## src/rtl/turn_manager.sv

```systemverilog
// Two-player turn controller: debounced centre button, per-turn seconds countdown,
// timeout strikes, game-over decision, LED turn indicator and BCD digits for display.
module turn_manager #(
  parameter int unsigned CLK_HZ          = 100_000_000,
  parameter int unsigned TURN_SECONDS    = 120,
  parameter int unsigned HOLD_SECONDS    = 3,
  parameter int unsigned MAX_STRIKES     = 3,
  parameter int unsigned DEBOUNCE_CYCLES = 1_000_000
) (
  input  logic       clock,
  input  logic       reset,
  input  logic       btnC,
  output logic       player,
  output logic [7:0] seconds_left,
  output logic [3:0] bcd_min,
  output logic [3:0] bcd_sec_tens,
  output logic [3:0] bcd_sec_ones,
  output logic       timeout_pulse,
  output logic [1:0] strikes_p0,
  output logic [1:0] strikes_p1,
  output logic       game_over,
  output logic       winner,
  output logic [1:0] led
);

  typedef enum logic [1:0] {IDLE, RUN, EXPIRED, GAME_OVER} state_e;

  localparam logic [31:0] PRESC_MAX    = 32'(CLK_HZ - 1);
  localparam logic [31:0] LOCK_RELOAD  = 32'(DEBOUNCE_CYCLES - 1);
  localparam logic [7:0]  TURN_RELOAD  = 8'(TURN_SECONDS);
  localparam logic [7:0]  HOLD_RELOAD  = 8'(HOLD_SECONDS);
  localparam logic [1:0]  STRIKE_LIMIT = 2'(MAX_STRIKES);

  state_e      state_q, state_d;
  logic        player_q, player_d;
  logic        winner_q, winner_d;
  logic        pulse_q, pulse_d;
  logic        blink_q, blink_d;
  logic [7:0]  secs_q, secs_d;
  logic [7:0]  hold_q, hold_d;
  logic [31:0] presc_q, presc_d;
  logic [31:0] lock_q, lock_d;
  logic [1:0]  strikes_q [2];
  logic [1:0]  strikes_d [2];
  logic [2:0]  sync_q;

  logic       press, accept, counting, tick;
  logic [1:0] strike_next;
  logic [7:0] min_full, rem_sec;

  // sync_q[1:0] is the two-flop synchronizer; sync_q[2] is the edge-detect history.
  assign press    = sync_q[1] & ~sync_q[2];
  assign accept   = press && (lock_q == '0);
  assign counting = (state_q == RUN) || (state_q == EXPIRED);
  assign tick     = counting && (presc_q == PRESC_MAX);
  assign strike_next = (strikes_q[player_q] == 2'd3) ? 2'd3 : strikes_q[player_q] + 2'd1;

  always_comb begin
    // NOTE: every _d gets its hold value first so no path can infer a latch.
    state_d   = state_q;
    player_d  = player_q;
    winner_d  = winner_q;
    pulse_d   = 1'b0;
    blink_d   = blink_q;
    secs_d    = secs_q;
    hold_d    = hold_q;
    presc_d   = presc_q;
    strikes_d = strikes_q;
    lock_d    = lock_q;

    if (accept)             lock_d = LOCK_RELOAD;
    else if (lock_q != '0)  lock_d = lock_q - 32'd1;

    if (counting) presc_d = tick ? '0 : presc_q + 32'd1;

    unique case (state_q)
      IDLE: if (accept) begin
        state_d  = RUN;
        player_d = 1'b0;
        secs_d   = TURN_RELOAD;
        presc_d  = '0;
      end
      RUN: begin
        // A press in the same cycle as a tick takes priority: the turn simply passes.
        if (accept) begin
          player_d = ~player_q;
          secs_d   = TURN_RELOAD;
          presc_d  = '0;
        end else if (tick) begin
          if (secs_q == 8'd1) begin
            secs_d                = '0;
            pulse_d               = 1'b1;
            strikes_d[player_q]   = strike_next;
            if (strike_next == STRIKE_LIMIT) begin
              state_d  = GAME_OVER;
              winner_d = ~player_q;
            end else begin
              state_d = EXPIRED;
              hold_d  = HOLD_RELOAD;
              blink_d = 1'b1;
            end
          end else if (secs_q != '0) begin
            secs_d = secs_q - 8'd1;
          end
        end
      end
      EXPIRED: if (tick) begin
        blink_d = ~blink_q;
        if (hold_q <= 8'd1) begin
          state_d  = RUN;
          player_d = ~player_q;
          secs_d   = TURN_RELOAD;
          presc_d  = '0;
        end else begin
          hold_d = hold_q - 8'd1;
        end
      end
      GAME_OVER: if (accept) begin
        state_d   = IDLE;
        player_d  = 1'b0;
        winner_d  = 1'b0;
        secs_d    = TURN_RELOAD;
        strikes_d = '{default: 2'd0};
      end
      default: state_d = IDLE;
    endcase
  end

  always_ff @(posedge clock or posedge reset) begin
    if (reset) begin
      state_q   <= IDLE;
      player_q  <= 1'b0;
      winner_q  <= 1'b0;
      pulse_q   <= 1'b0;
      blink_q   <= 1'b0;
      secs_q    <= TURN_RELOAD;
      hold_q    <= '0;
      presc_q   <= '0;
      lock_q    <= '0;
      strikes_q <= '{default: 2'd0};
      sync_q    <= '0;
    end else begin
      // NOTE: sequential state uses non-blocking assignments only.
      state_q   <= state_d;
      player_q  <= player_d;
      winner_q  <= winner_d;
      pulse_q   <= pulse_d;
      blink_q   <= blink_d;
      secs_q    <= secs_d;
      hold_q    <= hold_d;
      presc_q   <= presc_d;
      lock_q    <= lock_d;
      strikes_q <= strikes_d;
      sync_q    <= {sync_q[1:0], btnC};
    end
  end

  // BCD digits come straight from the seconds register; minutes clip at 9.
  assign min_full     = secs_q / 8'd60;
  assign rem_sec      = secs_q % 8'd60;
  assign bcd_min      = (min_full > 8'd9) ? 4'd9 : min_full[3:0];
  assign bcd_sec_tens = 4'(rem_sec / 8'd10);
  assign bcd_sec_ones = 4'(rem_sec % 8'd10);

  always_comb begin
    led = 2'b00;
    unique case (state_q)
      RUN:       led[player_q] = 1'b1;
      EXPIRED:   led[player_q] = blink_q;
      GAME_OVER: led[winner_q] = 1'b1;
      default:   led = 2'b00;
    endcase
  end

  assign player        = player_q;
  assign seconds_left  = secs_q;
  assign timeout_pulse = pulse_q;
  assign strikes_p0    = strikes_q[0];
  assign strikes_p1    = strikes_q[1];
  assign game_over     = (state_q == GAME_OVER);
  assign winner        = winner_q;

endmodule
```

## config.mk

```make
export PLATFORM = sky130hd
export DESIGN_NAME = turn_manager
export DESIGN_NICKNAME = d
export VERILOG_FILES = /design/src/rtl/turn_manager.sv
export SDC_FILE = /design/constraint.sdc
export NUM_CORES = 1
export LEC_CHECK = 0
export BUFFER_PORTS_ARGS = -buffer_cell sky130_fd_sc_hd__buf_2
export CORE_AREA = 10 10 118 120
export CTS_CLUSTER_DIAMETER = 200
export DETAILED_ROUTE_END_ITERATION = 8
export DIE_AREA = 0 0 128 130
export GPL_ROUTABILITY_DRIVEN = 0
export PLACE_DENSITY = 0.69
export SLEW_MARGIN = 40
export SYNTH_ARGS = -nofsm -noshare
export SYNTH_HDL_FRONTEND = slang
export SYNTH_SLANG_ARGS = --single-unit
export TNS_END_PERCENT = 50
```

## constraint.sdc

```tcl
create_clock -name clock -period 3.4 [get_ports clock]
set_clock_uncertainty 0.15 [all_clocks]
set_input_delay 0.68 -clock clock [delete_from_list [all_inputs] [get_ports clock]]
set_output_delay 0.68 -clock clock [all_outputs]
set_load 0.01 [all_outputs]
```

==> flow_summary.yaml, run 1 <==
setup_path:
  critPathMaxFanout: 8
  critPathLaunch: "seconds_left[6]"
  arrival_ns: 2.45
  critPathRequiredTime_ns: 2.57
  criticalPathCategory: "reg2out"
  r2r-start: "lock_q[0]"
  critPathLaunchType: "flip-flop"
  worst_setup_path_end_kind: "output port"
timing:
  period_minus_slack_ns: 3.28
  setup_viol_count_final: 0
  setup_tns_ns: 0
  whs_ns: 0.207
  fin_ws_ns: 0.119
  max-slew-margin-rel_pct: 56.8
  rsz0062_at_grt: "no"
  drv_slew: 0
  finalHoldViolations: 0
  fmax_ghz: 0.305
  min_period_over_period_pct: 96.5
  worstMarginPinSlew_ns: 0.643
synthesis:
  netlist.area_leader.share_pct: 39.2
  yosys.area.top_type: "dfrtp_1"
  ys.flop_type: "dfrtp_1"
  synth-edff-count: 0
  synth_area_um2: 5680
  synthTopCellsByArea: "dfrtp_1, nor2_1, xnor2_1, xor2_1, nand2_1"
  yosysWarnings: 0
  async_flop_share_pct: 100
  postSynthCellCount: 647
  ys_ff_latch: 93
  ys_types: 77
  synth.avg_cell_area_um2: 8.78
  ys_seq_area_share_pct: 41.1
place:
  dp.cells: 806
  dp_hpwl_um: 9440
  io_buffers: 30
  dp_slack_ns: 0.258
finish:
  final_cell_count_no_fill: 830
  areaGrowthSynthToFinish_pct: 12.2
  final_nets: 693
  diodes: 0
  fin_util_pct: 54.4
  fillers: 1066
  layout-drive-gt1-share_pct: 14.5
run:
  drv_cap: 0
worst_hold_path:
  worstHoldStart: "sync_q[0]"
  hp-class: "reg2reg"
routing:
  drc: 0
  met2_length_um: 6690
  wl_met1_um: 5850
  num_vias: 4837
  highest_layer: "met4"
  vias_per_cell: 5.83
  dr_wl_met3_um: 506
  dr.pass1.iters: 7
  post_drt_wl_per_cell_um: 16.0
  detail-route-antenna-nets: 0
  wirelength_um: 13300
  drt-initial-drc-count: 509
global_routing:
  grt_pass1_vias: 4860
  grt_pass1_wl_um: 22800
  grt_max_degree: 61
  track_usage_pct: 16.3
  grt_antenna_before_repair: 0
  overflow: 0
cts:
  clk_latency_ns: 0.35
  cts_root_buf: "clkbuf_16"
  ctsLongestPathBuffers: 2
  htree_levels: 3
  clk_pin_slew_ns: 0.07
  cts_tree: "yes"
  numCtsBuffers: 9
  cts_sinks: 93
power:
  power.static_leakage_uw: 0.00281
  vdd_drop_max_uv: 448
  p_per_area_nw_per_um2: 670
die:
  die_area_um2: 16600
  dieWidth_um: 128
  num_rows: 40
  ios: 33
  dieHeight_um: 130
  core_area_um2: 11700
  initial_core_util_pct: 48.5
status:
  outcome: "completed"
[worst max-delay path, cell delays in order (launching register included)]
cell	delay, ns
dfstp_4	0.66
nand2b_1	0.12
xnor2_1	0.14
a221o_1	0.29
o21ai_1	0.17
or3b_2	0.45
o211ai_1	0.10
buf_2	0.16
[final timing paths]
check,endpoint,slack (ns),cells past startpoint
worst min register to register,sync_q[1],0.21,0
worst max register to register,player,0.23,8
max in group asynchronous,presc_q[31],2.30,3
worst min-delay path,sync_q[1],0.21,0
min in group asynchronous,lock_q[28],0.22,2
worst max-delay path,bcd_sec_ones[1],0.12,7
[cell families after synthesis]
logic type	synth area share (%)
flip-flops	41.1
AND/OR/NAND/NOR	26.6
multiplexers	1.63
AO/OA/AOI/OAI	15.3
XOR/XNOR	7.87
other	0.0660
adder cells (fa/ha/maj)	2.64
buffers and inverters	4.82
[area by class of cell]
cell class,instances,area (um^2),share of cell area [%]
Multi-Input combinational cell,491,3090,48.5
Sequential cell,93,2340,36.8
Timing Repair Buffer,57,365,5.73
Clock buffer,10,239,3.75
Tap cell,147,184,2.89
Inverter,26,103,1.61
Clock inverter,6,43.8,0.687
[registers in the layout (all words and copies together) (netlist names)]
register and flops:
blink_q 1, player 1, presc_q 32, timeout_pulse 1, seconds_left 8, sync_q 3
lock_q 32, state_q 2, hold_q 8, winner 1, strikes_p1 2, strikes_p0 2
[cells in the mapped netlist (all sizes together), types with 3 or more instances]
| cell type | count |
|---|---|
| a21boi | 3 |
| nand2 | 49 |
| o211ai | 3 |
| xnor2 | 28 |
| or3 | 9 |
| o21ai | 34 |
| a31oi | 12 |
| or4 | 11 |
| buf | 13 |
| mux2i | 7 |
| and2 | 3 |
| nor2 | 80 |
| or2 | 6 |
| dfrtp | 89 |
| clkbuf | 25 |
| nor2b | 7 |
| nor3b | 4 |
| a21oi | 31 |
| nand4 | 9 |
| a211oi | 5 |
| inv | 26 |
| nor4 | 17 |
| nand3 | 26 |
| and3b | 4 |
| xor2 | 23 |
| nor3 | 27 |
| and3 | 10 |
| dfstp | 4 |
| ha | 12 |
| o31ai | 12 |
| nand2b | 10 |
| a41o | 3 |
[power breakdown]
| part | internal (uW) | leakage (uW) | switching, uW | total [uW] |
|---|---|---|---|---|
| Clock | 519 | 0.000139 | 437 | 956 |
| Sequential | 1280 | 0.00122 | 218 | 1490 |
| Combinational | 730 | 0.00145 | 1090 | 1820 |
[placed cells by master (no fill, tap or decap), types with 3 or more instances in the layout]
master and instances:
a211oi_1 5, a21boi_0 3, a21oi_1 31, a31oi_1 12, a41o_1 3, and2_1 3, and3_1 10, and3b_1 4
buf_2 30, buf_4 26, clkbuf_16 9, dfrtp_1 88, dfstp_4 3, ha_1 12, inv_1 25, mux2i_1 7
nand2_1 49, nand2b_1 10, nand3_1 26, nand4_1 9, nor2_1 79, nor2b_1 6, nor3_1 26, nor3b_1 4
nor4_1 15, o21ai_0 26, o21ai_1 8, o31ai_1 11, or2_2 4, or3_1 9, or4_1 10, xnor2_1 28
xor2_1 23
[what timing repair did]
action | 4_1_cts | 5_1_grt
endpoints found under the setup margin | 1 | 4
hold buffers | 0 | 0
gates resized for setup | 4 | 6
setup buffers | 3 | 5
pin swaps | 0 | 0
[per-layer routing]
| metal | vias up | GRT usage (%) |
|---|---|---|
| li1 | 2376 | - |
| met1 | 2346 | 19.6 |
| met2 | 97 | 28.4 |
| met3 | 18 | 3.57 |
| met4 | 0 | 4.97 |
| met5 | - | 0 |
[per-stage QoR]
| step | power, uW | instance area, um^2 |
|---|---|---|
| after floorplan | 2760 | 5680 |
| after global placement | 3180 | 6000 |
| after detailed placement | 3250 | 6000 |
| after CTS | 4240 | 6320 |
| after global routing | 4570 | 6370 |
| final | 4270 | 6370 |
No activity file was read; power rests on OpenSTA's default activity.
==> run 2: changes to the inputs <==
CTS_BUF_LIST = sky130_fd_sc_hd__clkbuf_8   (was default)
==> flow_summary.yaml, run 2 (synthesis results as in run 1) <==
finish:
  mostFrequentLayoutCell: "dfrtp_1"
  final_nets: 692
  fin_util_pct: 53.6
  layout-drive-gt1-share_pct: 14.7
  reg.largest.list: "lock_q x32, presc_q x32"
  final_cell_mix: "dfrtp_1, nor2_1, nand2_1, a21oi_1, buf_2"
  final_area_um2: 6280
  areaGrowthSynthToFinish_pct: 10.6
  diodes: 0
timing:
  max-slew-margin-rel_pct: 55.9
  setup_viol_count_final: 0
  finalHoldViolations: 0
  worstMarginPinSlew_ns: 0.657
  fmax_ghz: 0.297
  drv_slew: 0
  period_minus_slack_ns: 3.36
  rsz0062_at_grt: "yes"
  min_period_over_period_pct: 99.0
status:
  outcome: "completed"
setup_path:
  critPathMaxFanout: 9
  cp_cell_sequence: "buf_4, nor2b_1, a2bb2o_1, nand2_1, o311ai_1, or3b_2, o211ai_1, buf_2"
  r2r-start: "lock_q[0]"
  ff2ff_setup_slack_ns: 0.22
  critPathLaunch: "seconds_left[6]"
  rr_worst_depth: 8
  critPathLaunchType: "flip-flop"
  cp_slowest_cell: "dfstp_4"
  worst_r2r_endpoint: "player"
  criticalPathCategory: "reg2out"
  worst_setup_path_end_kind: "output port"
  slowest_delay_ns: 0.69
  arrival_ns: 2.53
  critPathRequiredTime_ns: 2.57
global_routing:
  grt_busiest_layer: "met2"
  track_usage_pct: 16.5
  grt_pass1_wl_um: 23100
  use_met3_pct: 3.89
  grtUsageMet2_pct: 28.7
  grt_antenna_before_repair: 0
  overflow: 0
  grt_max_degree: 61
  grt_pass1_vias: 4923
  grtUsageMet1_pct: 19.7
die:
  ios: 33
  core_area_um2: 11700
  initial_core_util_pct: 48.5
  dieHeight_um: 130
  die_area_um2: 16600
  dieWidth_um: 128
  num_rows: 40
cts:
  cts_root_buf: "clkbuf_8"
  ctsLongestPathBuffers: 2
  clk_pin_slew_ns: 0.10
  htree_levels: 3
  ctsHoldBuffers: 0
  cts_sinks: 93
  numCtsBuffers: 9
  cts_tree: "yes"
  clk_latency_ns: 0.38
routing:
  drc: 0
  wirelength_um: 13400
  post_drt_wl_per_cell_um: 16.2
  detail-route-antenna-nets: 0
  dr.pass1.iters: 5
  drt-initial-drc-count: 479
  num_vias: 4871
  vias_per_cell: 5.88
place:
  dp_hpwl_um: 9440
  placed_cell_area_um2: 6000
  io_buffers: 30
power:
  vdd_drop_max_uv: 476
  p_per_area_nw_per_um2: 641
  power.static_leakage_uw: 0.00277
run:
  drv_cap: 0
worst_hold_path:
  hp-class: "in2async"
==> run 2: changes by cell type in the layout (fill, tap and decap cells not counted), sizes merged <==
| cell | change |
|---|---|
| buf | -1 |
==> run 2: worst max path at each step <==
stage                 endpoint  slack [ns]  depth (start not counted)
2_1_floorplan          blink_q        0.16                          1
3_3_place_gp   bcd_sec_ones[1]        0.31                          7
3_5_place_dp   seconds_left[1]        0.26                          6
4_1_cts        bcd_sec_ones[1]        0.04                          7
5_1_grt        bcd_sec_ones[1]       -0.05                          8
6_report       bcd_sec_ones[1]        0.04                          8
==> run 2: metrics by stage <==
stage / hold WS [ns] / total power, uW / std cells / setup TNS (ns) / worst slack, ns
4_1_cts: 0.201 / 3990 / 826 / 0 / 0.0424
3_3_place_gp: 0.189 / 3180 / 806 / 0 / 0.312
3_5_place_dp: 0.193 / 3250 / 806 / 0 / 0.258
6_report: 0.187 / 4030 / 829 / 0 / 0.0353
2_1_floorplan: 0.181 / 2760 / 648 / 0 / 0.156
5_1_grt: 0.218 / 4320 / 829 / -0.0493 / -0.0493
==> run 2: what timing repair did <==
action	in CTS	in global routing
setup endpoints to repair	3	4
setup buffers	4	3
gates resized for setup	6	7
gates cloned	0	0
==> run 2: final cells by class <==
| type | count | area, um^2 |
|---|---|---|
| multi-input cells | 491 | 3110 |
| flip-flops and latches | 93 | 2340 |
| inverters | 26 | 103 |
| well taps | 147 | 184 |
| repair buffers | 56 | 358 |
| fillers | 1073 | 5430 |
| clock buffers | 10 | 138 |
| clock inverters | 6 | 43.8 |
==> run 2: where the power goes <==
part           switching, uW  total [uW]  internal [uW]
sequential               224        1500           1270
clock                    408         698            289
combinational           1100        1830            734
total                   1730        4030           2300
==> run 2: per-layer routing <==
metal  wire length, um  share of wire, %  vias up
met4               214               1.6        0
met2              6830                51      105
li1                  -                 -     2372
met1              5810                43     2376
met5                 0                 0        -
met3               528               3.9       18
==> run 2: worst max-delay path, delay by kind of cell, from the launching register on <==
kind            cells  cell delay, ns
compound gates      3            0.54
buf+inv             2            0.31
flops               1            0.69
simple gates        3            0.62
